## src/rtl/vga_timing_pkg.sv

```systemverilog
// Shared raster timing types and constants: phase encoding, default 640x480@60
// timing, position width, and the sync polarity helper.
package vga_timing_pkg;

  localparam int POS_W  = 10;
  localparam int FCNT_W = 8;

  localparam int DEF_H_ACTIVE = 640;
  localparam int DEF_H_FRONT  = 16;
  localparam int DEF_H_SYNC   = 96;
  localparam int DEF_H_BACK   = 48;
  localparam int DEF_V_ACTIVE = 480;
  localparam int DEF_V_FRONT  = 10;
  localparam int DEF_V_SYNC   = 2;
  localparam int DEF_V_BACK   = 33;

  typedef enum logic [1:0] {
    PH_ACT = 2'd0,
    PH_FP  = 2'd1,
    PH_SYN = 2'd2,
    PH_BP  = 2'd3
  } phase_e;

  // Pin level for a sync pulse given whether it is asserted and its polarity.
  function automatic logic sync_level(input logic asserted, input logic active_low);
    return asserted ^ active_low;
  endfunction

endpackage

```

## src/rtl/vga_timing_ctrl_if.sv

```systemverilog
// Raster timing bundle driven by vga_timing_ctrl toward the pixel pipeline.
// master = timing generator, slave = pixel datapath consumer.
interface vga_timing_ctrl_if;
  import vga_timing_pkg::*;

  logic              hsync;
  logic              vsync;
  logic              display_on;
  logic [POS_W-1:0]  hpos;
  logic [POS_W-1:0]  vpos;
  logic              line_start;
  logic              frame_start;
  logic              prefetch;
  logic [FCNT_W-1:0] frame_cnt;

  modport master (
    output hsync, vsync, display_on, hpos, vpos,
    output line_start, frame_start, prefetch, frame_cnt
  );

  modport slave (
    input hsync, vsync, display_on, hpos, vpos,
    input line_start, frame_start, prefetch, frame_cnt
  );

endinterface

```

## src/rtl/vga_axis_counter.sv

```systemverilog
// One raster axis: position counter plus ACT/FP/SYN/BP phase FSM, advancing on step_i once started.
// Exposes registered position and the next-state position/phase so the parent can register decodes in step.
module vga_axis_counter
  import vga_timing_pkg::*;
#(
  parameter int ACTIVE = DEF_H_ACTIVE,
  parameter int FRONT  = DEF_H_FRONT,
  parameter int SYNC   = DEF_H_SYNC,
  parameter int BACK   = DEF_H_BACK
) (
  input  logic             clk,
  input  logic             rst_n,
  input  logic             step_i,
  input  logic             started_i,
  output logic [POS_W-1:0] pos_o,
  output logic [POS_W-1:0] pos_nxt_o,
  output phase_e           phase_nxt_o,
  output logic             wrap_o
);

  localparam int TOTAL = ACTIVE + FRONT + SYNC + BACK;

  localparam logic [POS_W-1:0] LAST_ACT = POS_W'(ACTIVE - 1);
  localparam logic [POS_W-1:0] LAST_FP  = POS_W'(ACTIVE + FRONT - 1);
  localparam logic [POS_W-1:0] LAST_SYN = POS_W'(ACTIVE + FRONT + SYNC - 1);
  localparam logic [POS_W-1:0] LAST     = POS_W'(TOTAL - 1);

  logic [POS_W-1:0] pos_q, pos_d;
  phase_e           phase_q, phase_d;
  logic             adv;

  assign adv    = step_i & started_i;
  assign wrap_o = adv & (pos_q == LAST);

  // Phase transitions are keyed on the last position of each segment.
  always_comb begin
    pos_d   = pos_q;
    phase_d = phase_q;
    if (adv) begin
      pos_d = (pos_q == LAST) ? '0 : pos_q + POS_W'(1);
      case (phase_q)
        PH_ACT: if (pos_q == LAST_ACT) phase_d = PH_FP;
        PH_FP:  if (pos_q == LAST_FP)  phase_d = PH_SYN;
        PH_SYN: if (pos_q == LAST_SYN) phase_d = PH_BP;
        PH_BP:  if (pos_q == LAST)     phase_d = PH_ACT;
      endcase
    end
  end

  always_ff @(posedge clk or negedge rst_n) begin
    if (!rst_n) begin
      pos_q   <= '0;
      phase_q <= PH_ACT;
    end else begin
      pos_q   <= pos_d;
      phase_q <= phase_d;
    end
  end

  assign pos_o       = pos_q;
  assign pos_nxt_o   = pos_d;
  assign phase_nxt_o = phase_d;

endmodule

```

## src/rtl/vga_timing_ctrl.sv

```systemverilog
// VGA raster timing: syncs, display window, coordinates, strobes and LEAD-clock prefetch; all outputs
// registered with zero latency to the counters, free-running with no backpressure. Option: VGA_FRAME_CNT_EN.
module vga_timing_ctrl
  import vga_timing_pkg::*;
#(
  parameter int H_ACTIVE        = DEF_H_ACTIVE,
  parameter int H_FRONT         = DEF_H_FRONT,
  parameter int H_SYNC          = DEF_H_SYNC,
  parameter int H_BACK          = DEF_H_BACK,
  parameter int V_ACTIVE        = DEF_V_ACTIVE,
  parameter int V_FRONT         = DEF_V_FRONT,
  parameter int V_SYNC          = DEF_V_SYNC,
  parameter int V_BACK          = DEF_V_BACK,
  parameter int SYNC_ACTIVE_LOW = 1,
  parameter int LEAD            = 2
) (
  input  logic              clk,
  input  logic              rst_n,
  vga_timing_ctrl_if.master vga
);

  localparam int H_TOTAL = H_ACTIVE + H_FRONT + H_SYNC + H_BACK;
  localparam int V_TOTAL = V_ACTIVE + V_FRONT + V_SYNC + V_BACK;

  localparam logic [POS_W:0]   H_TOTAL_X  = (POS_W+1)'(H_TOTAL);
  localparam logic [POS_W:0]   H_ACTIVE_X = (POS_W+1)'(H_ACTIVE);
  localparam logic [POS_W:0]   LEAD_X     = (POS_W+1)'(LEAD);
  localparam logic [POS_W-1:0] V_LAST     = POS_W'(V_TOTAL - 1);
  localparam logic [POS_W-1:0] V_ACTIVE_W = POS_W'(V_ACTIVE);
  localparam logic [POS_W-1:0] PF_RESUME  = POS_W'((LEAD < H_ACTIVE) ? (H_ACTIVE - LEAD) : 0);
  localparam logic             SYNC_LOW   = (SYNC_ACTIVE_LOW != 0);

  logic             started_q;
  logic [POS_W-1:0] hpos_q, hpos_d, vpos_q, vpos_d;
  phase_e           hph_d, vph_d;
  logic             h_wrap, v_wrap;

  vga_axis_counter #(
    .ACTIVE (H_ACTIVE),
    .FRONT  (H_FRONT),
    .SYNC   (H_SYNC),
    .BACK   (H_BACK)
  ) u_hcnt (
    .clk         (clk),
    .rst_n       (rst_n),
    .step_i      (1'b1),
    .started_i   (started_q),
    .pos_o       (hpos_q),
    .pos_nxt_o   (hpos_d),
    .phase_nxt_o (hph_d),
    .wrap_o      (h_wrap)
  );

  vga_axis_counter #(
    .ACTIVE (V_ACTIVE),
    .FRONT  (V_FRONT),
    .SYNC   (V_SYNC),
    .BACK   (V_BACK)
  ) u_vcnt (
    .clk         (clk),
    .rst_n       (rst_n),
    .step_i      (h_wrap),
    .started_i   (started_q),
    .pos_o       (vpos_q),
    .pos_nxt_o   (vpos_d),
    .phase_nxt_o (vph_d),
    .wrap_o      (v_wrap)
  );

  // Position LEAD clocks past the next counter value; LEAD never exceeds the blanking width, so one wrap suffices.
  logic [POS_W:0]   h_ahead;
  logic [POS_W-1:0] v_ahead;
  logic             ahead_vis;

  always_comb begin
    h_ahead = {1'b0, hpos_d} + LEAD_X;
    v_ahead = vpos_d;
    if (h_ahead >= H_TOTAL_X) begin
      h_ahead = h_ahead - H_TOTAL_X;
      v_ahead = (vpos_d == V_LAST) ? '0 : vpos_d + POS_W'(1);
    end
    ahead_vis = (h_ahead < H_ACTIVE_X) && (v_ahead < V_ACTIVE_W);
  end

  // Nothing fetched the start of line 0 before startup, so prefetch stays off until that line's pre-roll has passed.
  logic pf_arm_q, pf_arm_d;
  assign pf_arm_d = pf_arm_q | (started_q & (hpos_d >= PF_RESUME));

  logic hsync_q, vsync_q, display_on_q, line_start_q, frame_start_q, prefetch_q;

  always_ff @(posedge clk or negedge rst_n) begin
    if (!rst_n) begin
      started_q     <= 1'b0;
      pf_arm_q      <= 1'b0;
      hsync_q       <= sync_level(1'b0, SYNC_LOW);
      vsync_q       <= sync_level(1'b0, SYNC_LOW);
      display_on_q  <= 1'b0;
      line_start_q  <= 1'b0;
      frame_start_q <= 1'b0;
      prefetch_q    <= 1'b0;
    end else begin
      started_q     <= 1'b1;
      pf_arm_q      <= pf_arm_d;
      hsync_q       <= sync_level(hph_d == PH_SYN, SYNC_LOW);
      vsync_q       <= sync_level(vph_d == PH_SYN, SYNC_LOW);
      display_on_q  <= (hph_d == PH_ACT) && (vph_d == PH_ACT);
      line_start_q  <= h_wrap | ~started_q;
      frame_start_q <= v_wrap | ~started_q;
      prefetch_q    <= pf_arm_d & ahead_vis;
    end
  end

  assign vga.hsync       = hsync_q;
  assign vga.vsync       = vsync_q;
  assign vga.display_on  = display_on_q;
  assign vga.hpos        = hpos_q;
  assign vga.vpos        = vpos_q;
  assign vga.line_start  = line_start_q;
  assign vga.frame_start = frame_start_q;
  assign vga.prefetch    = prefetch_q;

`ifdef VGA_FRAME_CNT_EN
  // v_wrap marks every frame start except the one produced by startup.
  logic [FCNT_W-1:0] frame_cnt_q;

  always_ff @(posedge clk or negedge rst_n) begin
    if (!rst_n) begin
      frame_cnt_q <= '0;
    end else if (v_wrap) begin
      frame_cnt_q <= frame_cnt_q + FCNT_W'(1);
    end
  end

  assign vga.frame_cnt = frame_cnt_q;
`else
  assign vga.frame_cnt = '0;
`endif

endmodule
```

## src/flat_wrapper.sv

```systemverilog
// flat-port wrapper written by rule: the top's interface ports become plain ports
module vga_timing_ctrl_flat import vga_timing_pkg::*;
#(
  parameter int H_ACTIVE        = DEF_H_ACTIVE,
  parameter int H_FRONT         = DEF_H_FRONT,
  parameter int H_SYNC          = DEF_H_SYNC,
  parameter int H_BACK          = DEF_H_BACK,
  parameter int V_ACTIVE        = DEF_V_ACTIVE,
  parameter int V_FRONT         = DEF_V_FRONT,
  parameter int V_SYNC          = DEF_V_SYNC,
  parameter int V_BACK          = DEF_V_BACK,
  parameter int SYNC_ACTIVE_LOW = 1,
  parameter int LEAD            = 2
)
  (clk, rst_n, vga_hsync, vga_vsync, vga_display_on, vga_hpos, vga_vpos, vga_line_start, vga_frame_start, vga_prefetch, vga_frame_cnt);
  vga_timing_ctrl_if vga_i ();
  input  logic clk;
  input  logic rst_n;
  output wire logic [$bits(vga_i.hsync)-1:0] vga_hsync;
  output wire logic [$bits(vga_i.vsync)-1:0] vga_vsync;
  output wire logic [$bits(vga_i.display_on)-1:0] vga_display_on;
  output wire logic [$bits(vga_i.hpos)-1:0] vga_hpos;
  output wire logic [$bits(vga_i.vpos)-1:0] vga_vpos;
  output wire logic [$bits(vga_i.line_start)-1:0] vga_line_start;
  output wire logic [$bits(vga_i.frame_start)-1:0] vga_frame_start;
  output wire logic [$bits(vga_i.prefetch)-1:0] vga_prefetch;
  output wire logic [$bits(vga_i.frame_cnt)-1:0] vga_frame_cnt;
  assign vga_hsync = vga_i.hsync;
  assign vga_vsync = vga_i.vsync;
  assign vga_display_on = vga_i.display_on;
  assign vga_hpos = vga_i.hpos;
  assign vga_vpos = vga_i.vpos;
  assign vga_line_start = vga_i.line_start;
  assign vga_frame_start = vga_i.frame_start;
  assign vga_prefetch = vga_i.prefetch;
  assign vga_frame_cnt = vga_i.frame_cnt;
  vga_timing_ctrl #(.H_ACTIVE(H_ACTIVE), .H_FRONT(H_FRONT), .H_SYNC(H_SYNC), .H_BACK(H_BACK), .V_ACTIVE(V_ACTIVE), .V_FRONT(V_FRONT), .V_SYNC(V_SYNC), .V_BACK(V_BACK), .SYNC_ACTIVE_LOW(SYNC_ACTIVE_LOW), .LEAD(LEAD)) u_core (.clk(clk), .rst_n(rst_n), .vga(vga_i));
endmodule
```

## config.mk

```make
export PLATFORM = sky130hd
export DESIGN_NAME = vga_timing_ctrl_flat
export DESIGN_NICKNAME = d
export VERILOG_FILES = /design/src/rtl/vga_timing_pkg.sv /design/src/rtl/vga_timing_ctrl_if.sv /design/src/rtl/vga_axis_counter.sv /design/src/rtl/vga_timing_ctrl.sv /design/src/flat_wrapper.sv
export SDC_FILE = /design/constraint.sdc
export NUM_CORES = 1
export LEC_CHECK = 0
export ABC_AREA = 1
export CORE_UTILIZATION = 47
export CTS_BUF_LIST = sky130_fd_sc_hd__clkbuf_8
export CTS_CLUSTER_DIAMETER = 60
export DETAILED_ROUTE_END_ITERATION = 8
export PLACE_DENSITY = 0.68
export RECOVER_POWER = 50
export SETUP_SLACK_MARGIN = 0.1
export SKIP_LAST_GASP = 1
export SLEW_MARGIN = 0
export SYNTH_ARGS = -nofsm -noshare
export SYNTH_HDL_FRONTEND = slang
export SYNTH_SLANG_ARGS = --single-unit
export TNS_END_PERCENT = 1
```

## constraint.sdc

```tcl
create_clock -name clk -period 2.5 [get_ports clk]
set_clock_uncertainty 0.2 [all_clocks]
set_input_delay 0.75 -clock clk [delete_from_list [all_inputs] [get_ports clk]]
set_output_delay 0.75 -clock clk [all_outputs]
set_load 0.05 [all_outputs]
```

==> metrics.md <==
| Metric | Value |
|---|---|
| Startpoint Class | `register` |
| Reg2Reg Depth | `13` |
| VDD IR max | `around 640 uV` |
| First-pass GRT wire length | `9760 um` |
| Synth-to-Final Area Change | `19.7%` |
| Total power | `between 1.5 and 2 mW` |
| Detailed Routing Iterations Pass 1 | `4` |
| Crit-path cells | `clkdlybuf4s50_1` |
| Number of hold buffers added after cts | `0` |
| Syn_area_per_cell | `approximately 6.8 um2` |
| Max-Cap Viols | `0` |
| Crit path kind | `register to output pin` |
| Die W | `approximately 74 um` |
| DR vias | `about 2,300` |
| Worst Hold Path EP | `u_core.pf_arm_q` |
| Die Ht | `73.8 um` |
| Antenna cells | `0` |
| Register area share after synthesis | `0.332` |
| Hold crit path type | `register to register` |
| Cells after Synth | `~360` |
| Number of global-route vias before repair | `about 2,100` |
| Post-route antenna net violation count | `0` |
| Crit-path slowest cell | `clkdlybuf4s50_1` |
| GRT overflow | `0` |
| Slew @ Worst Pin | `roughly 830 ps` |
| Setup_tns | `0 ps` |
| Initial Util | `0.499` |
| Dpl hpwl | `between 4000 and 5000 um` |
| H-tree Lvls | `2` |
| GRT Total Usage | `0.234` |
| I/O pin count | `36` |
| Tmin final | `about 2400 ps` |
| Clk root buf | `clkbuf_8` |
| Max FO, Critical Path | `3` |
| Critical path's top delay family | `buffers and inverters` |
| Largest net degree at the start of global routing | `33` |
| Via density | `slightly below 5` |
| Crit path DAT | `between 1000 and 1500 ps` |
| FF+latch count, synth | `32` |
| Slew HR | `0.448` |
| Initial antenna violation count | `0` |
| Post-Syn Area | `~0.0024 mm2` |
| Max Fclk | `between 400 and 500 MHz` |
| Die ar. | `between 0.005 and 0.006 mm2` |
| Peak per-stage delay on the critical path | `810 ps` |
| Status | `finished, final reports clean` |
| # DRC | `0` |
| Final core utilization | `0.598` |
| Aggregate routed wire length | `between 5000 and 6000 um` |
| PwrDens | `607 mW/mm2` |
| Number of DRC markers in iteration 0 | `89` |
| Crit path capture type | `output pin` |
| PortBufs | `27` |
| Final setup vio count | `0` |
| Clock sink count | `32` |
| Critical path required time | `1550 ps` |
| Total Nets Final | `between 300 and 400` |
| YS warnings | `0` |
| Unrepaired setup endpoints after global routing | `true` |
| Startpoint of the lowest-slack hold path | `u_core.pf_arm_q` |
| Final hold vios | `0` |
| RD Place Congestion | `0.915` |
| Reg-to-reg slack, setup | `~190 ps` |
| Ratio of cells with drive above 1 in the final layout | `0.218` |
| R2r startpoint | `u_core.u_hcnt.pos_o[1]` |
| Buf/Inv on CP | `1` |
| Core area | `between 0.004 and 0.005 mm2` |
| CTS Buffer Depth | `2` |
| Final period util | `0.968` |
| Worst r2r dst | `u_core.vga.prefetch` |
| Row count | `25` |
| Distinct cells, synth | `32` |
| Drt wl/cell | `12.4 um` |
| CTS buffer count | `5` |
| Clk pin slew, worst setup/hold paths | `approximately 60 ps` |
| Fillers | `between 400 and 500` |
| Clk_lat worst skew | `280 ps` |
| Hold Crit Depth | `2` |
| CTS tree | `yes` |
| Pleak | `~1.6 nW` |
| Final Max Tran Viols | `0` |
## flip-flops by register name, summed over array words and instances, names as in the netlist
name,flops
u_core.pf_arm_q,1
u_core.started_q,1
u_core.u_hcnt.phase_q,2
u_core.u_hcnt.pos_o,10
u_core.u_vcnt.phase_q,2
u_core.u_vcnt.pos_o,10
u_core.vga.display_on,1
u_core.vga.frame_start,1
u_core.vga.hsync,1
u_core.vga.line_start,1
u_core.vga.prefetch,1
u_core.vga.vsync,1
## layout by cell type (no fill, tap or decap), drive strengths merged
master	instances
nand2	123
inv	60
nor2	39
nand3	37
dfrtp	30
buf	24
nand4	12
o21ai	11
conb	9
nor3	8
clkbuf	8
clkdlybuf4s50	5
a21oi	5
ha	4
o211ai	3
xor2	2
o21bai	2
o22ai	2
dfstp	2
and3b	1
a31oi	1
and2	1
nand3b	1
bufinv	1
dlygate4sd3	1
dlymetal6s2s	1
dlygate4sd2	1
## routing by layer
metal,wire [um],global-route usage
met1,2620,0.294
met2,2870,0.413
met3,199,0.0412
met4,43,0.0577
met5,0,0
## cell families (layout without fill, tap and decap cells)
kind of cell             after synthesis  count (layout)  share of synthesized area
flip-flops                            32              32                      0.332
XOR/XNOR                               2               2                    0.00724
adder cells (fa/ha/maj)                4               4                     0.0207
AND/OR/NAND/NOR                      222             222                      0.453
other                                  2               9                    0.00310
buffers and inverters                 71             101                      0.126
AO/OA/AOI/OAI                         24              24                     0.0579
## synthesized netlist by cell type
cell type,count,area share
nand2_4,3,0.014
a21oi_1,4,0.0083
o21bai_1,2,0.0062
o211ai_1,3,0.0093
ha_1,4,0.021
nand2_1,112,0.17
buf_4,10,0.031
nand3_1,31,0.064
dfrtp_1,30,0.31
a21oi_2,1,0.0036
and2_1,1,0.0026
inv_1,54,0.084
nor2_8,1,0.0083
nand2_2,8,0.021
nand3b_1,1,0.0031
a31oi_1,1,0.0026
inv_2,6,0.0093
xor2_1,2,0.0072
o22ai_1,2,0.0052
nor3_1,8,0.017
conb_1,2,0.0031
nor2_1,25,0.039
nand3_2,6,0.025
buf_2,1,0.0021
nand4_1,11,0.028
o21ai_1,2,0.0041
and3b_1,1,0.0036
o21ai_0,9,0.019
nand4_4,1,0.0088
nor2_2,7,0.018
dfstp_2,2,0.022
nor2_4,6,0.028
## what timing repair did
item | 4_1_cts | 5_1_grt
setup buffers | 0 | 3
pin swaps | 0 | 1
resized for setup | 1 | 16
setup endpoints to repair | 4 | 5
## worst reg2reg max path: stages, from the launching register on
cell and delay (ps):
dfrtp_2 390, ha_2 220, nand3_2 140, nor2_4 180, nand3_4 140, inv_1 200
nand2_1 90, nand2_2 90, nand2_1 70, nor3_1 160, nand3_1 100, nand2_1 90
nand3_2 60, a21oi_2 120
## how the worst max path moves through the flow
| stage | slack, ps | to | cells past startpoint | start |
|---|---|---|---|---|
| after floorplan | 160 | u_core.vga.prefetch | 15 | u_core.u_vcnt.pos_o[0] |
| after global placement | 100 | u_core.vga.prefetch | 15 | u_core.u_vcnt.pos_o[0] |
| after CTS | 60 | u_core.vga.prefetch | 15 | u_core.u_vcnt.pos_o[0] |
| final | 80 | vga_hpos[6] | 1 | u_core.u_hcnt.pos_o[6] |
| after global routing | 30 | u_core.vga.prefetch | 13 | u_core.u_hcnt.pos_o[5] |
| after detailed placement | 70 | u_core.vga.prefetch | 15 | u_core.u_vcnt.pos_o[0] |
## report_power, final
group          switching, mW  total (mW)  internal, mW
clock network          0.191       0.542         0.352
logic                  0.422       0.586         0.165
registers             0.0685       0.630         0.562
## final cells by class
type                       instances  area (um2)  area share
sequential                        32         811       0.280
timing repair buffer              33         267      0.0919
inverter                          60         225      0.0777
clock buffer                       7        96.3      0.0332
tap                               67        83.8      0.0289
clock inverter                     1        30.0      0.0104
multi-input combinational        261        1390       0.478
## stage by stage
stage / setup slack [ps] / hold WS (ps) / instances / area, um2
after floorplan: 159 / 224 / 364 / 2450
after global placement: 104 / 245 / 450 / 2700
after detailed placement: 72.7 / 255 / 450 / 2700
after CTS: 56.4 / 275 / 458 / 2830
after global routing: 26.7 / 300 / 461 / 2900
final: 78.8 / 269 / 461 / 2900
No activity file was read; power rests on OpenSTA's default activity.
